===== src/rtl/adc_frame_packer_pkg.sv =====
// Shared widths, defaults, FSM states and buffer entry layout for the ADC frame packer.
// Pure declarations; no timing or flow control of its own.
package adc_pkg;

  localparam int ADC_W        = 12;
  localparam int FFT_W        = 16;
  localparam int DEF_FFT_LEN  = 2048;
  localparam int DEF_LOG2_LEN = 11;
  localparam int DEF_OFFSET   = 2048;

  typedef enum logic {
    IDLE,
    RUN
  } state_e;

  typedef struct packed {
    logic [FFT_W-1:0] dat;
    logic             last;
  } buf_entry_t;

endpackage


===== src/rtl/adc_frame_packer_frame_buf.sv =====
// Show-ahead sync FIFO of {data,last} with a registered head entry; push-to-head is 1 cycle.
// Push is refused only when full with no same-cycle pop; set_last_i marks the newest stored entry.
module frame_buf
  import adc_pkg::*;
#(
  parameter int DEPTH = 4
) (
  input  logic       clk_i,
  input  logic       rst_ni,
  input  logic       push_i,
  input  buf_entry_t push_dat_i,
  input  logic       set_last_i,
  input  logic       pop_i,
  output buf_entry_t head_dat_o,
  output logic       vld_o,
  output logic       full_o
);

  localparam int AW = $clog2(DEPTH);

  buf_entry_t    mem_q [DEPTH];
  buf_entry_t    mem_d [DEPTH];
  buf_entry_t    head_q, head_d;
  logic [AW-1:0] wr_q, wr_d, rd_q, rd_d, newest;
  logic [AW:0]   cnt_q, cnt_d;
  logic          pop, push_acc;

  assign vld_o      = (cnt_q != '0);
  assign full_o     = (cnt_q == (AW+1)'(DEPTH));
  assign pop        = pop_i && vld_o;
  assign push_acc   = push_i && (!full_o || pop);
  assign newest     = wr_q - AW'(1);
  assign head_dat_o = head_q;

  always_comb begin
    mem_d = mem_q;
    wr_d  = wr_q;
    rd_d  = rd_q;
    cnt_d = cnt_q;
    if (push_acc) begin
      mem_d[wr_q] = push_dat_i;
      wr_d        = wr_q + AW'(1);
    end
    if (set_last_i && !push_acc && vld_o) begin
      mem_d[newest].last = 1'b1;
    end
    if (pop) begin
      rd_d = rd_q + AW'(1);
    end
    if (push_acc && !pop) begin
      cnt_d = cnt_q + (AW+1)'(1);
    end else if (!push_acc && pop) begin
      cnt_d = cnt_q - (AW+1)'(1);
    end
    // Head register tracks the post-update memory so the output is a flop, not a read mux.
    head_d = mem_d[rd_d];
  end

  always_ff @(posedge clk_i) begin
    if (!rst_ni) begin
      for (int i = 0; i < DEPTH; i++) begin
        mem_q[i] <= '0;
      end
      head_q <= '0;
      wr_q   <= '0;
      rd_q   <= '0;
      cnt_q  <= '0;
    end else begin
      mem_q  <= mem_d;
      head_q <= head_d;
      wr_q   <= wr_d;
      rd_q   <= rd_d;
      cnt_q  <= cnt_d;
    end
  end

endmodule


===== src/rtl/adc_frame_packer.sv =====
// Frames ADC samples into FFT_LEN blocks with DC removal; in_valid to o_valid is 2 cycles.
// Input cannot stall: on a full buffer the sample is dropped, overflow is set, and the frame end is preserved.
module adc_frame_packer
  import adc_pkg::*;
#(
  parameter int FFT_LEN   = DEF_FFT_LEN,
  parameter int LOG2_LEN  = DEF_LOG2_LEN,
  parameter int DC_MODE   = 1,
  parameter int OFFSET    = DEF_OFFSET,
  parameter int BUF_DEPTH = 4
) (
  input  logic             clk_low,
  input  logic             rst,
  input  logic             en,
  input  logic [ADC_W-1:0] in_data,
  input  logic             in_valid,
  output logic [FFT_W-1:0] o_data,
  output logic             o_valid,
  output logic             o_last,
  input  logic             i_ready,
  output logic             frame_done,
  output logic             overflow,
  input  logic             ovf_clr,
  output logic [ADC_W-1:0] mean_out
);

  localparam int ACC_W = LOG2_LEN + ADC_W;

  state_e              state_q, state_d;
  logic [LOG2_LEN-1:0] cnt_q, cnt_d;
  logic [ACC_W-1:0]    acc_q, acc_d, acc_sum;
  logic [ADC_W-1:0]    mean_q, mean_d, dc;
  logic [ADC_W:0]      diff;
  buf_entry_t          s1_q, s1_d, head;
  logic                s1_vld_q, s1_vld_d;
  logic                done_q, done_d;
  logic                ovf_q, ovf_d;
  logic                capture, is_last, buf_full, drop;

  assign capture = in_valid && ((state_q == RUN) || en);
  assign is_last = capture && (cnt_q == LOG2_LEN'(FFT_LEN - 1));
  assign dc      = (DC_MODE != 0) ? mean_q : ADC_W'(OFFSET);
  assign diff    = {1'b0, in_data} - {1'b0, dc};
  assign acc_sum = acc_q + ACC_W'(in_data);
  assign drop    = s1_vld_q && buf_full && !(o_valid && i_ready);

  always_comb begin
    state_d  = state_q;
    cnt_d    = cnt_q;
    acc_d    = acc_q;
    mean_d   = mean_q;
    s1_d     = s1_q;
    s1_vld_d = 1'b0;
    done_d   = is_last;
    ovf_d    = ovf_clr ? 1'b0 : (ovf_q | drop);
    if (capture) begin
      s1_d.dat  = {{(FFT_W-ADC_W-1){diff[ADC_W]}}, diff};
      s1_d.last = is_last;
      s1_vld_d  = 1'b1;
      cnt_d     = cnt_q + LOG2_LEN'(1);
      acc_d     = acc_sum;
      state_d   = RUN;
      // Counter wraps to 0 here; en decides whether the next frame follows immediately.
      if (is_last) begin
        acc_d   = '0;
        mean_d  = ADC_W'(acc_sum >> LOG2_LEN);
        state_d = en ? RUN : IDLE;
      end
    end
  end

  always_ff @(posedge clk_low) begin
    if (!rst) begin
      state_q  <= IDLE;
      cnt_q    <= '0;
      acc_q    <= '0;
      mean_q   <= ADC_W'(OFFSET);
      s1_q     <= '0;
      s1_vld_q <= 1'b0;
      done_q   <= 1'b0;
      ovf_q    <= 1'b0;
    end else begin
      state_q  <= state_d;
      cnt_q    <= cnt_d;
      acc_q    <= acc_d;
      mean_q   <= mean_d;
      s1_q     <= s1_d;
      s1_vld_q <= s1_vld_d;
      done_q   <= done_d;
      ovf_q    <= ovf_d;
    end
  end

  // A dropped last sample moves its last marker onto the newest buffered entry.
  frame_buf #(
    .DEPTH(BUF_DEPTH)
  ) u_buf (
    .clk_i     (clk_low),
    .rst_ni    (rst),
    .push_i    (s1_vld_q),
    .push_dat_i(s1_q),
    .set_last_i(drop && s1_q.last),
    .pop_i     (i_ready),
    .head_dat_o(head),
    .vld_o     (o_valid),
    .full_o    (buf_full)
  );

  assign o_data     = head.dat;
  assign o_last     = head.last;
  assign frame_done = done_q;
  assign overflow   = ovf_q;
  assign mean_out   = mean_q;

endmodule


===== config.mk =====
export PLATFORM = sky130hd
export DESIGN_NAME = adc_frame_packer
export DESIGN_NICKNAME = d
export VERILOG_FILES = /design/src/rtl/adc_frame_packer_pkg.sv /design/src/rtl/adc_frame_packer_frame_buf.sv /design/src/rtl/adc_frame_packer.sv
export SDC_FILE = /design/constraint.sdc
export NUM_CORES = 1
export LEC_CHECK = 0
export BUFFER_PORTS_ARGS = -buffer_cell sky130_fd_sc_hd__buf_2
export CAP_MARGIN = 20
export CORE_MARGIN = 2
export CORE_UTILIZATION = 51
export CTS_CLUSTER_SIZE = 40
export DETAILED_ROUTE_END_ITERATION = 16
export GPL_TIMING_DRIVEN = 0
export HOLD_SLACK_MARGIN = 0.02
export PLACE_DENSITY = 0.71
export SLEW_MARGIN = 0
export SYNTH_ARGS = -nofsm -noshare
export SYNTH_HDL_FRONTEND = slang
export SYNTH_HIERARCHICAL = 1
export SYNTH_SLANG_ARGS = --single-unit

===== constraint.sdc =====
create_clock -name clk_low -period 2.2 [get_ports clk_low]
set_input_delay 0.11 -clock clk_low [delete_from_list [all_inputs] [get_ports clk_low]]
set_output_delay 0.11 -clock clk_low [all_outputs]
set_load 0.1 [all_outputs]

Yosys cells after proc, flatten, opt, wreduce, memory -nomap -nowiden --
Cells that the tools add are included.
Word-level totals: register bits 156, bits of input ports 18, output and inout port bits 32, word-level logic and storage cells 82
Operators by class: add/sub/neg operators 8, $lt $le $gt $ge 5, equal/unequal tests 2, multiplexer cells 18, bitwise gates (word level) 5, reductions and logical operators 22
Operators with widths (count):
- $bwmux 68 | 2
- $mux 68 | 2
- $demux 17 s2 | 2
- $mux 17 | 3
- $bmux 17 s2 | 1
- $add 23x12->23 | 1
- $mux 23 | 1
- $logic_and 1x1->1 | 13
- $sub 12x12->13 | 1
- $add 11x1->11 const B | 1
- $eq 11x11->1 const B | 1
- $ge 3x3->1 const B | 3
- $not 2->3 | 3
- $lt 3x1->1 const B | 2
- $mux 3 | 2
- $add 2x1->2 const B | 2
- $mux 1 | 4
- $add 3x1->3 const B | 1
- $eq 3x3->1 const B | 1
- $logic_not 1->1 | 3
- $reduce_bool 3->1 | 1
- $sub 3x1->3 const B | 1
- $logic_or 1x1->1 | 2
- $mux 2 | 1
- 6 further kinds | 6

Longest topological paths before layout --
depth after elaboration 12, gate-level depth with buffers 11, mapped depth without buffers 9

Hierarchy --
The synthesis kept the hierarchy.
By module, submodules not included:
- frame_buf | instances 1, cells each 552, area an instance 4667.0 µm², sequential area each 1841.8 µm²
- adc_frame_packer | instances 1, cells each 472, area an instance 3829.9 µm², sequential area each 1281.2 µm²

Worst setup path after synthesis --
Ideal clock, no wire load.
kind flip-flop to flip-flop, start register u_buf.cnt_q[1], end register u_buf.head_q (netlist bit u_buf/head_dat_o[0]), library setup time 0.117 ns, arrival time 2.607 ns, required time 2.083 ns, slack -0.524 ns, cell stages (with the launch flop) 8, buffers on the path 0, clock period less this slack 2.724 ns, path through dfxtp_1 -> or3_1 -> a21oi_1 -> and2_1 -> and3_1 -> a221o_1 -> mux2_2 -> a22o_1
Between the ends: cells in the longest elaborated chain, start to end 11, elaborated cells on any way between the ends 21, those cells by class eq/ne (1); mux (7); bitwise (1); reduce/logical (12)
RTL lines:
- start: declaration | line adc_frame_packer_frame_buf.sv:25 | logic [AW:0] cnt_q, cnt_d;
- start signal: assignment | line adc_frame_packer_frame_buf.sv:73 | cnt_q <= cnt_d;
- $reduce_bool 3->1 * | line adc_frame_packer_frame_buf.sv:28 | assign vld_o = (cnt_q != '0);
- named net o_valid | line adc_frame_packer.sv:18 | output logic o_valid,
- $logic_and 1x1->1 | line adc_frame_packer_frame_buf.sv:30, adc_frame_packer.sv:45
- $logic_not 1->1 or $logic_or 1x1->1 (tied branches) | line adc_frame_packer.sv:45, adc_frame_packer_frame_buf.sv:31
- $logic_and 1x1->1 (on tied branches) | line adc_frame_packer.sv:45, adc_frame_packer_frame_buf.sv:31
- $logic_and 1x1->1 or $logic_not 1->1 (tied branches) | line adc_frame_packer.sv:102, adc_frame_packer_frame_buf.sv:44
- $logic_and 1x1->1 (2 in a row) | line adc_frame_packer_frame_buf.sv:44 | if (set_last_i && !push_acc && vld_o) begin
- $mux 68 | line adc_frame_packer_frame_buf.sv:44
- $bmux 17 s2 * | line adc_frame_packer_frame_buf.sv:56 | head_d = mem_d[rd_d];
- $mux 17 (implied by the code) * (2 in a row) | line adc_frame_packer_frame_buf.sv:56
- end signal: assignment | line adc_frame_packer_frame_buf.sv:64 | head_q <= '0;
- end signal: assignment | line adc_frame_packer_frame_buf.sv:70 | head_q <= head_d;
- end: declaration | line adc_frame_packer_frame_buf.sv:23 | buf_entry_t head_q, head_d;
Mark *: on every way through the listed nets, which the timed path passes. The rest lies on a longest branch. The select of a mux whose other input is x is not followed. A chain may end at the register's enable or synchronous reset.

Worst setup path in the final report --
start register acc_q[0], end register mean_q[3] (netlist: mean_out[3])
Between the ends: cells in the longest elaborated chain, start to end 1
RTL lines:
- start: declaration | line adc_frame_packer.sv:31 | logic [ACC_W-1:0] acc_q, acc_d, acc_sum;
- start signal: assignment | line adc_frame_packer.sv:76 | acc_q <= '0;
- start signal: assignment | line adc_frame_packer.sv:85 | acc_q <= acc_d;
- $add 23x12->23 | line adc_frame_packer.sv:44 | assign acc_sum = acc_q + ACC_W'(in_data);
- end signal: assignment | line adc_frame_packer.sv:77 | mean_q <= ADC_W'(OFFSET);
- end signal: assignment | line adc_frame_packer.sv:86 | mean_q <= mean_d;
- end: declaration | line adc_frame_packer.sv:32 | logic [ADC_W-1:0] mean_q, mean_d, dc;
Every way passes these cells.

==> impl_metrics.tcl <==
set metrics [dict create \
    syn-num-nets 1078 \
    gr-total-overflow 0 \
    worstSetupStartpoint "acc_q[0]$_SDFFE_PN0P_" \
    diodes 0 \
    rows 47 \
    ys_ff_latch 156 \
    rsz0062_at_grt "yes" \
    pwr-share-comb 0.367 \
    pwr-share-seq 0.322 \
    drive_above_1_share 0.196 \
    insertion_delay_ps 420 \
    crit_top_cell "o21ai_2" \
    fillers 1466 \
    r2r_slack_ps -190 \
    syn_inst 1024 \
    start_util 0.518 \
    cp.required_ps 2520 \
    hold_ws_ps 127 \
    path_clk_slew_ps 60 \
    powerDensity_nw_per_um2 959 \
    detail-route-antenna-nets 0 \
    met1_usage 0.367 \
    antenna_found_initial 0 \
    p_sw_frac 0.356 \
    tightestPinTransition_ps 948 \
    syn_to_final_growth_pct 20.6 \
    hpwlAfterDp_um 17900 \
    cp_slowest_cell "fa_2" \
    grt-busiest-layer "met2" \
    die_w_um 133 \
    yosysWarnings 6 \
    die_height_um 133 \
    synth_area_leaders "dfxtp_1 37%, nand2_1 6.8%, a21boi_0 5.7%" \
    ys_async_sr_fraction 0 \
    totalWireLength_um 25400 \
    met2_usage 0.484 \
    ir_worst_vdd_mv 0.624 \
    drv_slew 0 \
    ys_seq_area_frac 0.368 \
    grtUsageMet3 0.0529 \
    drt-initial-drc-count 758 \
    max_freq_mhz 418 \
    gp_congestion 0.927 \
    synth_top_area_frac 0.368 \
    grt_max_degree 26 \
    failed_checks "setup timing" \
    grt_usage 0.288 \
    clock_skew_ps 7.31 \
    synth_most_common_cell "dfxtp_1" \
    cp_data_arrival_time_ps 2720 \
    drc 0 \
    design.die.area_um2 17700 \
    crit_chain "ha_4 -> fa_2 -> a21o_1 -> a221oi_4 -> o21ai_2 -> a21oi_4 -> buf_6 -> buf_12 -> o21ai_2 -> a311oi_2" \
    crit_type "flop to flop" \
    path_max_fanout 7 \
    p_int_mw 6.33 \
    grt_pass1_wl_um 40500 \
    crit_path_end_kind "flop" \
    synth_common_cells "156 x dfxtp_1, 153 x nand2_1, 74 x or3_1" \
    cp_num_buf_inv 2 \
    clock-sinks 156 \
    clk_path_buf_depth 2 \
    startpoint_type "flop" \
    yosysTopAreaCell "dfxtp_1" \
    hold_start "in_data[0]" \
    viasPerCell 6.11 \
    setup_violations 13 \
    dr.pass1.iters 5 \
    route.vias.total 8283 \
    critPathTopFamily "compound AO/OA/AOI/OAI gates" \
    ios 50 \
    h-tree-depth 4 \
    maxCapViolations 0 \
    rr_worst_depth 10 \
    period_minus_slack_ps 2390 \
    hp-class "input pin to flop" \
    relSlewSlack 0.367 \
    cts_inserted_buffers 17 \
    min_to "s1_q[1]$_SDFFE_PN0P_" \
    cts_tree "yes" \
    fin_ws_ps -193 \
    clkPwrFrac 0.311 \
    synthesis.area_um2 8500 \
    p_leak_nw 3.92 \
    grt_pass1_vias 7649 \
    synth_edf_count 0 \
    fin_crit_sh 1.09 \
    avgSynthCellArea_um2 8.30 \
    port_buffers 49 \
    cts_root_buf "clkbuf_16" \
    wl_per_cell_um 18.7 \
    rr_endpoint "mean_out[3]$_SDFFE_PN0P_" \
    status "complete, but fails checks" \
    hold_violations 0 \
    max_stage_delay_ps 350 \
    coreArea_um2 16400 \
    synthFlopType "dfxtp_1" \
    switching_power_mw 3.50 \
    holdPathStages 4 \
    p_total_mw 9.83 \
    worst_r2r_startpoint "acc_q[0]$_SDFFE_PN0P_" \
    nets 1178 \
    ys_types 78 \
]
cell type report:
cell class                 count  area (um2)  share of cell area
clock inverter                10         136              0.0133
clock buffer                  20         467              0.0455
timing repair buffer          82         543              0.0530
inverter                      24        90.1             0.00879
multi-input combinational    774        5200               0.508
tap                          220         275              0.0269
buffer                        69         382              0.0372
sequential                   156        3150               0.308
power by group through the flow:
stage / registers (mW) / logic, mW / clock network [mW]
5_1_grt: 3.19 / 3.85 / 3.22
4_1_cts: 3.14 / 3.34 / 3.09
2_1_floorplan: 3.38 / 2.28 / 0
6_report: 3.17 / 3.61 / 3.06
3_5_place_dp: 3.19 / 3.17 / 0
3_3_place_gp: 3.18 / 3.14 / 0
placed cells by master (no fill, tap or decap), types with 8 or more instances in the layout:
cell type  Yosys  routed
nand3_1       51      49
nor3_1        13      11
nor2_1        51      44
clkbuf_1      48      30
o211ai_1       8       8
mux2i_1       21      20
dfxtp_2        0       9
clkbuf_16      0      18
buf_4          2      29
or3_1         74      73
and2_1         8       8
xnor2_1       14      14
a21oi_1       31      29
o21ai_1        3      11
buf_2         11      60
inv_1         24      21
nand4_1       45      45
xor2_1        13      12
a222oi_1      13      13
dfxtp_1      156     142
ha_1          33      28
a21boi_0      65      64
a21o_1         8       8
o21ai_0       50      41
a211oi_1      10       9
clkbuf_2       1      12
nand2_1      153     149
worst register-to-register path: stages, from the launching register on:
cell	delay [ps]
dfxtp_2	330
ha_4	160
fa_2	350
a21o_1	210
a221oi_4	330
o21ai_2	130
a21oi_4	200
buf_6	180
buf_12	120
o21ai_2	50
a311oi_2	230
how the worst max path moves through the flow:
stage	depth (start not counted)	endpoint	slack, ps
finish	10	mean_out[3]$_SDFFE_PN0P_	-190
global route	10	mean_out[3]$_SDFFE_PN0P_	-240
CTS	10	mean_out[3]$_SDFFE_PN0P_	-160
detailed placement	10	mean_out[3]$_SDFFE_PN0P_	-430
global placement	10	mean_out[3]$_SDFFE_PN0P_	-420
floorplan	11	u_buf/cnt_q[2]$_SDFFE_PN0P_	-70
stage by stage:
stage | utilization | std cells | instance area (um2) | worst slack (ps) | TNS, ps
6_report | 0.625 | 1355 | 10200 | -193 | -1800
4_1_cts | 0.606 | 1336 | 9940 | -161 | -1190
5_1_grt | 0.625 | 1355 | 10200 | -244 | -2610
3_3_place_gp | 0.553 | 1293 | 9080 | -419 | -7510
3_5_place_dp | 0.553 | 1293 | 9080 | -429 | -8580
2_1_floorplan | - | 1024 | 8560 | -66.2 | -170
registers in the layout, summed over array words and instances (netlist names):
signal / cells
acc_q: 23
mean_out: 12
u_buf/cnt_q: 3
u_buf/wr_q: 2
s1_q: 14
state_q: 1
frame_done: 1
s1_vld_q: 1
overflow: 1
cnt_q: 11
u_buf/mem_q: 68
u_buf/head_dat_o: 17
u_buf/rd_q: 2
cells by family after synthesis:
kind of cell	synth area share
simple gates	0.258
xor+xnor	0.0297
flops	0.368
mux	0.0290
buf+inv	0.0492
fa+ha+maj	0.0557
compound gates	0.211
what timing repair did:
action | 4_1_cts | 5_1_grt
setup endpoints to repair | 84 | 102
pin swaps | 15 | 24
resized for setup | 38 | 72
endpoints found under the hold margin | 2 | 0
buffers inserted | 10 | 18
hold buffers | 4 | 0
cloned | 0 | 3
layer usage:
metal / vias up / share of wire / wire [um]
met3: 69 / 0.069 / 1750
met2: 400 / 0.48 / 12200
li1: 3940 / - / -
met1: 3874 / 0.41 / 10500
met5: - / 0 / 0
met4: 0 / 0.034 / 873
Power figures use the tool's default switching activity.
